===== src/rtl/pipe_enq_arbiter.sv =====
// rtl/pipe_enq_arbiter.sv - round-robin arbiter sharing one enqueue port among NREQ requesters
//
// Purpose:
//   NREQ requesters compete for a single PipeIn-style enqueue port. The winner
//   holds the port for a burst of up to MAXBURST words, then yields. Accepted
//   words land in a one-entry output register, so the downstream ready only
//   gates the owner's ready and never feeds the winner selection.
//
// Ports:
//   CLK            clock, rising edge
//   RST            asynchronous active-high reset
//   req            per-requester request level
//   in_enq_ena     per-requester enqueue strobe
//   in_enq_v       per-requester data, requester i at [i*width +: width]
//   in_enq_rdy     per-requester ready (only the owner's bit can be set)
//   out_enq_ena    enqueue strobe to the shared port
//   out_enq_v      enqueue data to the shared port
//   out_enq_rdy    shared port can accept a word
//   grant_valid    a grant is active
//   grant_id       current or most recent owner

module pipe_enq_arbiter #(
  parameter int width    = 32,
  parameter int NREQ     = 4,
  parameter int MAXBURST = 4
) (
  input  logic                    CLK,
  input  logic                    RST,
  input  logic [NREQ-1:0]         req,
  input  logic [NREQ-1:0]         in_enq_ena,
  input  logic [NREQ*width-1:0]   in_enq_v,
  output logic [NREQ-1:0]         in_enq_rdy,
  output logic                    out_enq_ena,
  output logic [width-1:0]        out_enq_v,
  input  logic                    out_enq_rdy,
  output logic                    grant_valid,
  output logic [$clog2(NREQ)-1:0] grant_id
);

  localparam int IDW = $clog2(NREQ);
  localparam int CW  = $clog2(MAXBURST + 1);

  typedef enum logic {
    IDLE  = 1'b0,
    GRANT = 1'b1
  } state_t;

  state_t           state, state_n;
  logic [IDW-1:0]   owner, owner_n;
  logic [IDW-1:0]   last, last_n;
  logic [CW-1:0]    count, count_n;
  logic             full, full_n;
  logic [width-1:0] data, data_n;

  logic             owner_rdy;
  logic             in_fire;
  logic             out_fire;
  logic [width-1:0] owner_data;
  logic [CW-1:0]    count_inc;
  logic             burst_done;

  logic             found;
  logic [IDW-1:0]   winner;
  logic [IDW-1:0]   cand;
  int               idx;

  // The output register can take a new word when empty or when it is being
  // drained in the same cycle.
  assign owner_rdy = (state == GRANT) && (!full || out_enq_rdy);

  always_comb begin
    in_enq_rdy = '0;
    if (owner_rdy) begin
      in_enq_rdy[owner] = 1'b1;
    end
  end

  // Only the owner's strobe matters; ENA from anyone else is ignored.
  assign in_fire = owner_rdy && in_enq_ena[owner];

  always_comb begin
    owner_data = '0;
    for (int i = 0; i < NREQ; i++) begin
      if (owner == IDW'(i)) begin
        owner_data = in_enq_v[i*width +: width];
      end
    end
  end

  assign out_enq_ena = full && out_enq_rdy;
  assign out_enq_v   = data;
  assign out_fire    = out_enq_ena;

  assign count_inc  = count + 1'b1;
  assign burst_done = (count_inc == CW'(MAXBURST));

  // Round-robin pick: first set request scanning upward from last+1,
  // wrapping modulo NREQ, so the most recent grantee is considered last.
  always_comb begin
    found  = 1'b0;
    winner = '0;
    cand   = '0;
    idx    = 0;
    for (int k = 1; k <= NREQ; k++) begin
      idx = int'(last) + k;
      if (idx >= NREQ) begin
        idx = idx - NREQ;
      end
      cand = IDW'(idx);
      if (!found && req[cand]) begin
        found  = 1'b1;
        winner = cand;
      end
    end
  end

  always_comb begin
    state_n = state;
    owner_n = owner;
    last_n  = last;
    count_n = count;
    // A word arriving while one leaves keeps the register full with new data.
    full_n  = in_fire || (full && !out_fire);
    data_n  = in_fire ? owner_data : data;

    case (state)
      IDLE: begin
        if (found) begin
          state_n = GRANT;
          owner_n = winner;
          last_n  = winner;
          count_n = '0;
        end
      end
      GRANT: begin
        if (in_fire) begin
          count_n = count_inc;
        end
        // A dropped request and the final burst word in the same cycle
        // still give one release: the in_fire term covers it.
        if ((in_fire && burst_done) || (!req[owner] && !in_fire)) begin
          state_n = IDLE;
        end
      end
      default: begin
        state_n = IDLE;
      end
    endcase
  end

  always_ff @(posedge CLK or posedge RST) begin
    if (RST) begin
      state <= IDLE;
      owner <= '0;
      last  <= IDW'(NREQ - 1);
      count <= '0;
      full  <= 1'b0;
      data  <= '0;
    end else begin
      state <= state_n;
      owner <= owner_n;
      last  <= last_n;
      count <= count_n;
      full  <= full_n;
      data  <= data_n;
    end
  end

  assign grant_valid = (state == GRANT);
  assign grant_id    = owner;

endmodule


===== config.mk =====
export PLATFORM = sky130hd
export DESIGN_NAME = pipe_enq_arbiter
export DESIGN_NICKNAME = d
export VERILOG_FILES = /design/src/rtl/pipe_enq_arbiter.sv
export SDC_FILE = /design/constraint.sdc
export NUM_CORES = 1
export LEC_CHECK = 0
export BUFFER_PORTS_ARGS = -buffer_cell sky130_fd_sc_hd__buf_2
export CAP_MARGIN = 25
export CORE_MARGIN = 1
export CORE_UTILIZATION = 45
export DETAILED_ROUTE_END_ITERATION = 8
export PLACE_DENSITY = 0.86
export SLEW_MARGIN = 20
export SYNTH_ARGS = -nofsm -noshare
export SYNTH_HDL_FRONTEND = slang
export SYNTH_SLANG_ARGS = --single-unit
export TNS_END_PERCENT = 50

===== constraint.sdc =====
create_clock -name CLK -period 5.5 [get_ports CLK]
set_clock_uncertainty 0.1 [all_clocks]
set_input_delay 0.275 -clock CLK [delete_from_list [all_inputs] [get_ports CLK]]
set_output_delay 0.275 -clock CLK [all_outputs]
set_load 0.01 [all_outputs]

==> impl_metrics.toml, run 1 <==
[status]
status = "finished with violations"
violations = "negative hold slack"

[synth]
synth_warnings = 0
synth_seq_area_share = 0.392
synth_seq_cells = 41
ys_types = 30
avgSynthCellArea_sq_um = 16.0
netlist_area_sq_mm = 0.00262
synth_nets = 305
syn_inst = 164

[finish]
finalNetCount = 481
n_antenna_cell = 0
drive_gt1_frac = 0.765
area_growth_pct = 39.0
fill_cells = 442

[timing]
relSlewSlack = 0.559
finalHoldViolations = 11
whs_ps = -10.6
setup_violations = 0
worst_slew_pin_slew_ps = 661
min_period_over_period = 0.387
setup_tns_ps = 0
fmax_ghz = 0.470
rsz0062_at_grt = "no"
drv_slew = 0
min_period_ps = 2130

[detailed_routing]
antenna_left = 0
drtPass1Iterations = 4
drcViolationCount = 0
via_per_inst = 5.21
drt_wl_total_mm = 6.35
via_count = 2153
wl_per_cell_um = 15.4
drt-initial-drc-count = 36

[die]
io_pins = 179
design.core.area_sq_mm = 0.00557
die_y_um = 78.4
fp.dieW_um = 78.4
start_util = 0.471
rows = 27
die_area_sq_mm = 0.00614

[clocking]
root_buffer = "clkbuf_8"
cts.sinks = 41
cts_setup_buffers = 0
ctsHoldBuffers = 0
cts_buffers = 5
cts_resized = 0
max-clock-path-buffers = 2
clk_latency_ps = 290
clk_pin_slew_ps = 80
cts_htree_levels = 2
cts_tree = "yes"

[worst_setup_path]
timing.critical_path.cells = "buf_4, inv_1, nor3_1, buf_2"
r2r-end = "out_enq_v[3]$_DFFE_PP0P_"
r2r_cells = 4
crit_type = "flop to output port"
slowest_delay_ps = 550
rr_startpoint = "grant_id[0]$_DFFE_PP0P_"
worstPathRequired_ps = 5120
end_kind = "output port"
cp_slowest_cell = "buf_4"
critPathLaunchType = "flop"
worstPathMaxFanout = 37
crit_family = "buffers and inverters"
reg2reg_slack_ps = 3400
critPathArrivalTime_ps = 1750
worst-path-buf-inv = 3

[power]
power_uw = 1900
p_per_area_mw_per_mm2 = 522
p_leak_uw = 0.00190
peakVddDrop_mv = 0.326

[placed_design]
portBuffers = 178
gp_congestion = 0.747
hpwl_mm = 4.91

[global_route]
grt_max_degree = 42
grt_pass1_wl_mm = 9.76
first_global_vias = 2187
grt_overflow_total = 0
antenna_found_initial = 0
grt_usage = 0.211

[flow_run]
timing.max_cap.violations = 0

[worst_hold_path]
hp-class = "primary input to asynchronous set/reset pin"
cell usage after synthesis:
cell type	instances	area (sq um)
a211o_1	2	17.5
a211oi_1	1	7.51
a21boi_0	2	15.0
a21o_1	2	15.0
a31oi_1	1	6.26
and2_1	1	6.26
buf_1	1	3.75
buf_2	4	20.0
buf_6	5	56.3
clkbuf_1	3	11.3
dfrtp_1	39	976
dfstp_2	2	52.6
ha_1	2	25.0
inv_1	8	30.0
mux2_1	2	22.5
mux2_4	30	450
mux4_2	34	766
nand2_1	3	11.3
nand2b_1	1	6.26
nand3_1	4	20.0
nand3_2	1	10.0
nand3b_1	1	7.51
nor2_1	3	11.3
nor2b_1	2	12.5
nor3_1	2	10.0
nor4_1	1	6.26
o21ai_0	3	15.0
o221a_2	1	11.3
o221ai_1	1	8.76
or2_2	2	12.5
kinds of logic (layout without fill, tap and decap cells):
family,count (synthesis),after routing,synth area share
compound gates,13,13,0.0367
fa+ha+maj,2,2,0.00954
buf+inv,21,198,0.0463
mux,66,66,0.472
flops,41,41,0.392
simple gates,21,21,0.0434
per-stage QoR:
step,setup slack (ps),cell area [sq um],instances,utilization
3_5_place_dp,3390,3540,405,0.636
5_1_grt,3140,3650,413,0.654
3_3_place_gp,3450,3540,405,0.636
2_1_floorplan,3600,2620,164,-
6_report,3370,3650,413,0.654
4_1_cts,3320,3650,413,0.654
worst register-to-register path: stages, from the launching register on:
cell,delay (ps)
dfrtp_2,380
mux4_2,510
nand3_2,90
buf_4,530
mux2_1,390
report_power, final:
part           internal [uW]  leakage [uW]  total (uW)  switching [uW]
clock                    113     0.0000542         212            98.6
combinational            668       0.00136        1130             466
sequential               465      0.000481         558            92.4
total                   1250       0.00190        1900             657
metal layers:
layer	vias up	share of wire	global-route usage
met2	111	0.55	0.407
met4	0	0.012	0.0593
met1	1045	0.37	0.232
met5	-	0	0
met3	7	0.064	0.0430
li1	990	-	-
layout by cell type, fill, tap and decap left out, types with 3 or more instances in the layout:
| cell type | count |
|---|---|
| clkbuf_8 | 7 |
| nand2_1 | 3 |
| mux2_4 | 30 |
| nor2_1 | 3 |
| inv_1 | 7 |
| o21ai_0 | 3 |
| buf_2 | 178 |
| dfrtp_1 | 38 |
| buf_4 | 4 |
| mux4_2 | 34 |
| nand3_1 | 4 |
registers in the layout, indices dropped and copies added, names as in the netlist:
register	cells
count	3
grant_valid	1
grant_id	2
last	2
full	1
out_enq_v	32
area by class of cell:
type / instances / area, sq um / area share
clock inverters: 1 / 5.00 / 0.00137
clock buffers: 7 / 96.3 / 0.0264
flip-flops and latches: 41 / 1030 / 0.282
inverters: 8 / 30.0 / 0.00824
well taps: 72 / 90.1 / 0.0247
multi-input cells: 102 / 1470 / 0.404
repair buffers: 182 / 921 / 0.253
how the worst max path moves through the flow:
stage | start | end | slack, ps | cells after the start
floorplan | grant_id[0]$_DFFE_PP0P_ | out_enq_v[0]$_DFFE_PP0P_ | 3600 | 5
global placement | grant_id[0]$_DFFE_PP0P_ | out_enq_v[3]$_DFFE_PP0P_ | 3450 | 4
detailed placement | grant_id[0]$_DFFE_PP0P_ | out_enq_v[2]$_DFFE_PP0P_ | 3390 | 4
CTS | grant_id[0]$_DFFE_PP0P_ | in_enq_rdy[1] | 3320 | 4
global route | grant_id[0]$_DFFE_PP0P_ | in_enq_rdy[1] | 3140 | 4
finish | grant_id[0]$_DFFE_PP0P_ | in_enq_rdy[1] | 3370 | 4
(Power assumes the default switching activity.)
==> inputs of run 2 (changes only) <==
--- a/config.mk
+++ b/config.mk
@@ -8,9 +8,9 @@
 export BUFFER_PORTS_ARGS = -buffer_cell sky130_fd_sc_hd__buf_2
 export CAP_MARGIN = 25
 export CORE_MARGIN = 1
-export CORE_UTILIZATION = 45
+export CORE_UTILIZATION = 42
 export DETAILED_ROUTE_END_ITERATION = 8
-export PLACE_DENSITY = 0.86
+export PLACE_DENSITY = 0.81
 export SLEW_MARGIN = 20
 export SYNTH_ARGS = -nofsm -noshare
 export SYNTH_HDL_FRONTEND = slang
==> constraint.sdc (replaced) <==
create_clock -name CLK -period 2.07 [get_ports CLK]
set_clock_uncertainty 0.1 [all_clocks]
set_input_delay 0.1035 -clock CLK [delete_from_list [all_inputs] [get_ports CLK]]
set_output_delay 0.1035 -clock CLK [all_outputs]
set_load 0.01 [all_outputs]
==> run 2 against run 1 <==
  * The flow now finishes without violations
  * Global-route usage down 0.17 points
  * Cell count increased by 1.5%
  * Critical path depth stayed put
  * Via count grew 2.5%
  * Sequential power increased to 2.7 times the previous value
  * Total power rose to 2.7 times the previous value
  * Clock-buffer cell count unchanged
  * Worst setup slack worse by 3100 ps
  * Critical path type is now flop to flop
  * Critical endpoint is now out_enq_v[2]$_DFFE_PP0P_
==> impl_metrics.toml, run 2 (synthesis results as in run 1) <==
[status]
status = "finished, final reports clean"

[timing]
drv_slew = 0
fmax_ghz = 0.550
relSlewSlack = 0.421
rsz0062_at_grt = "no"
min_period_over_period = 0.878
min_period_ps = 1820
setup_tns_ps = 0
finalHoldViolations = 0
layout_setup_ws_ps = 252
worst_slew_pin_slew_ps = 867
setup_violations = 0

[clocking]
clk_latency_ps = 280
cts_tree = "yes"
cts.sinks = 41
cts_resized = 0
cts_buffers = 5
cts_htree_levels = 2
clk_pin_slew_ps = 70
max-clock-path-buffers = 2
root_buffer = "clkbuf_8"

[detailed_routing]
drtPass1Iterations = 4
drt-initial-drc-count = 38
via_count = 2206
drt_wl_total_mm = 6.69
wl_per_cell_um = 16.0
antenna_left = 0
via_per_inst = 5.26
drcViolationCount = 0

[worst_hold_path]
hp-class = "primary input to flop"

[finish]
utilization = 0.615
finalNetCount = 484
fill_cells = 498
layout_common_cells = "buf_2 (178), dfrtp_1 (38), mux4_2 (34)"
drive_gt1_frac = 0.767
largest_register_ffs = 32
final_common_cell = "buf_2"
n_antenna_cell = 0
area_growth_pct = 40.5

[global_route]
grt_overflow_total = 0
first_global_vias = 2336
grt_pass1_wl_mm = 10.4
grt_max_degree = 42
antenna_found_initial = 0
grt_usage = 0.209

[placed_design]
place_ws_ps = 266
gp_congestion = 0.761
hpwl_mm = 5.27
portBuffers = 178

[worst_setup_path]
critPathLaunchType = "flop"
end_kind = "flop"
worstPathRequired_ps = 2130
worstPathMaxFanout = 30
crit_type = "flop to flop"
critPathArrivalTime_ps = 1880

[power]
swShare = 0.347
p_sw_uw = 1790
power_frac_clock = 0.109
peakVddDrop_mv = 0.642
p_seq_frac = 0.292
p_per_area_mw_per_mm2 = 1400
share_comb_of_total_power = 0.599
power_uw = 5160
p_leak_uw = 0.00192
internal_power_uw = 3370

[die]
rows = 28
die_area_sq_mm = 0.00657
fp.dieW_um = 81.0
design.core.area_sq_mm = 0.00599
io_pins = 179
die_y_um = 81.0
start_util = 0.438

[flow_run]
timing.max_cap.violations = 0
[run 2: power groups by stage]
| stage | logic (uW) | registers, uW | clock network, uW |
|---|---|---|---|
| after global routing | 3350 | 1560 | 623 |
| after CTS | 3140 | 1500 | 588 |
| after floorplan | 2190 | 1640 | 0 |
| after detailed placement | 3130 | 1510 | 0 |
| after global placement | 3040 | 1490 | 0 |
| final | 3090 | 1500 | 563 |
[run 2: worst paths after layout]
kind                                               start  cells after the start  slack, ps                        end
min in group asynchronous                            RST                      3        470  out_enq_v[16]$_DFFE_PP0P_
worst max register to register   grant_id[0]$_DFFE_PP0P_                      4        250   out_enq_v[2]$_DFFE_PP0P_
worst min register to register  out_enq_v[3]$_DFFE_PP0P_                      1        400   out_enq_v[3]$_DFFE_PP0P_
worst min-delay path                         out_enq_rdy                      3         80             full$_DFF_PP0_
max in group asynchronous                            RST                      3        800    grant_id[0]$_DFFE_PP0P_
worst max-delay path             grant_id[0]$_DFFE_PP0P_                      4        250   out_enq_v[2]$_DFFE_PP0P_
[run 2: stage by stage]
| stage | instances | hold WS, ps | area, sq um |
|---|---|---|---|
| after floorplan | 164 | 233 | 2620 |
| after global placement | 410 | 222 | 3580 |
| after detailed placement | 410 | 241 | 3580 |
| after CTS | 419 | 85.8 | 3690 |
| after global routing | 419 | 96.4 | 3690 |
| final | 419 | 83.4 | 3690 |
[run 2: what timing repair did]
action,4_1_cts,5_1_grt
hold buffers,1,0
buffers inserted,0,0
endpoints found under the hold margin,39,0
[run 2: worst max-delay path: stages, from the launching register on]
cell and delay [ps]:
dfrtp_2 390, mux4_2 500, nand3_2 120, buf_12 230
mux2_1 360
[run 2: routing by layer]
layer | vias up | share of wire | GRT usage
li1 | 996 | - | -
met1 | 1103 | 0.34 | 0.218
met2 | 103 | 0.58 | 0.414
met3 | 4 | 0.079 | 0.0539
met4 | 0 | 0.0057 | 0.0464
met5 | - | 0 | 0
[run 2: final cells by class]
type / count / area (sq um) / share of cell area
clock inverter: 1 / 5.00 / 0.00136
timing repair buffer: 185 / 958 / 0.260
tap: 75 / 93.8 / 0.0254
multi-input combinational: 102 / 1470 / 0.400
inverter: 8 / 30.0 / 0.00814
clock buffer: 7 / 96.3 / 0.0261
sequential: 41 / 1030 / 0.279
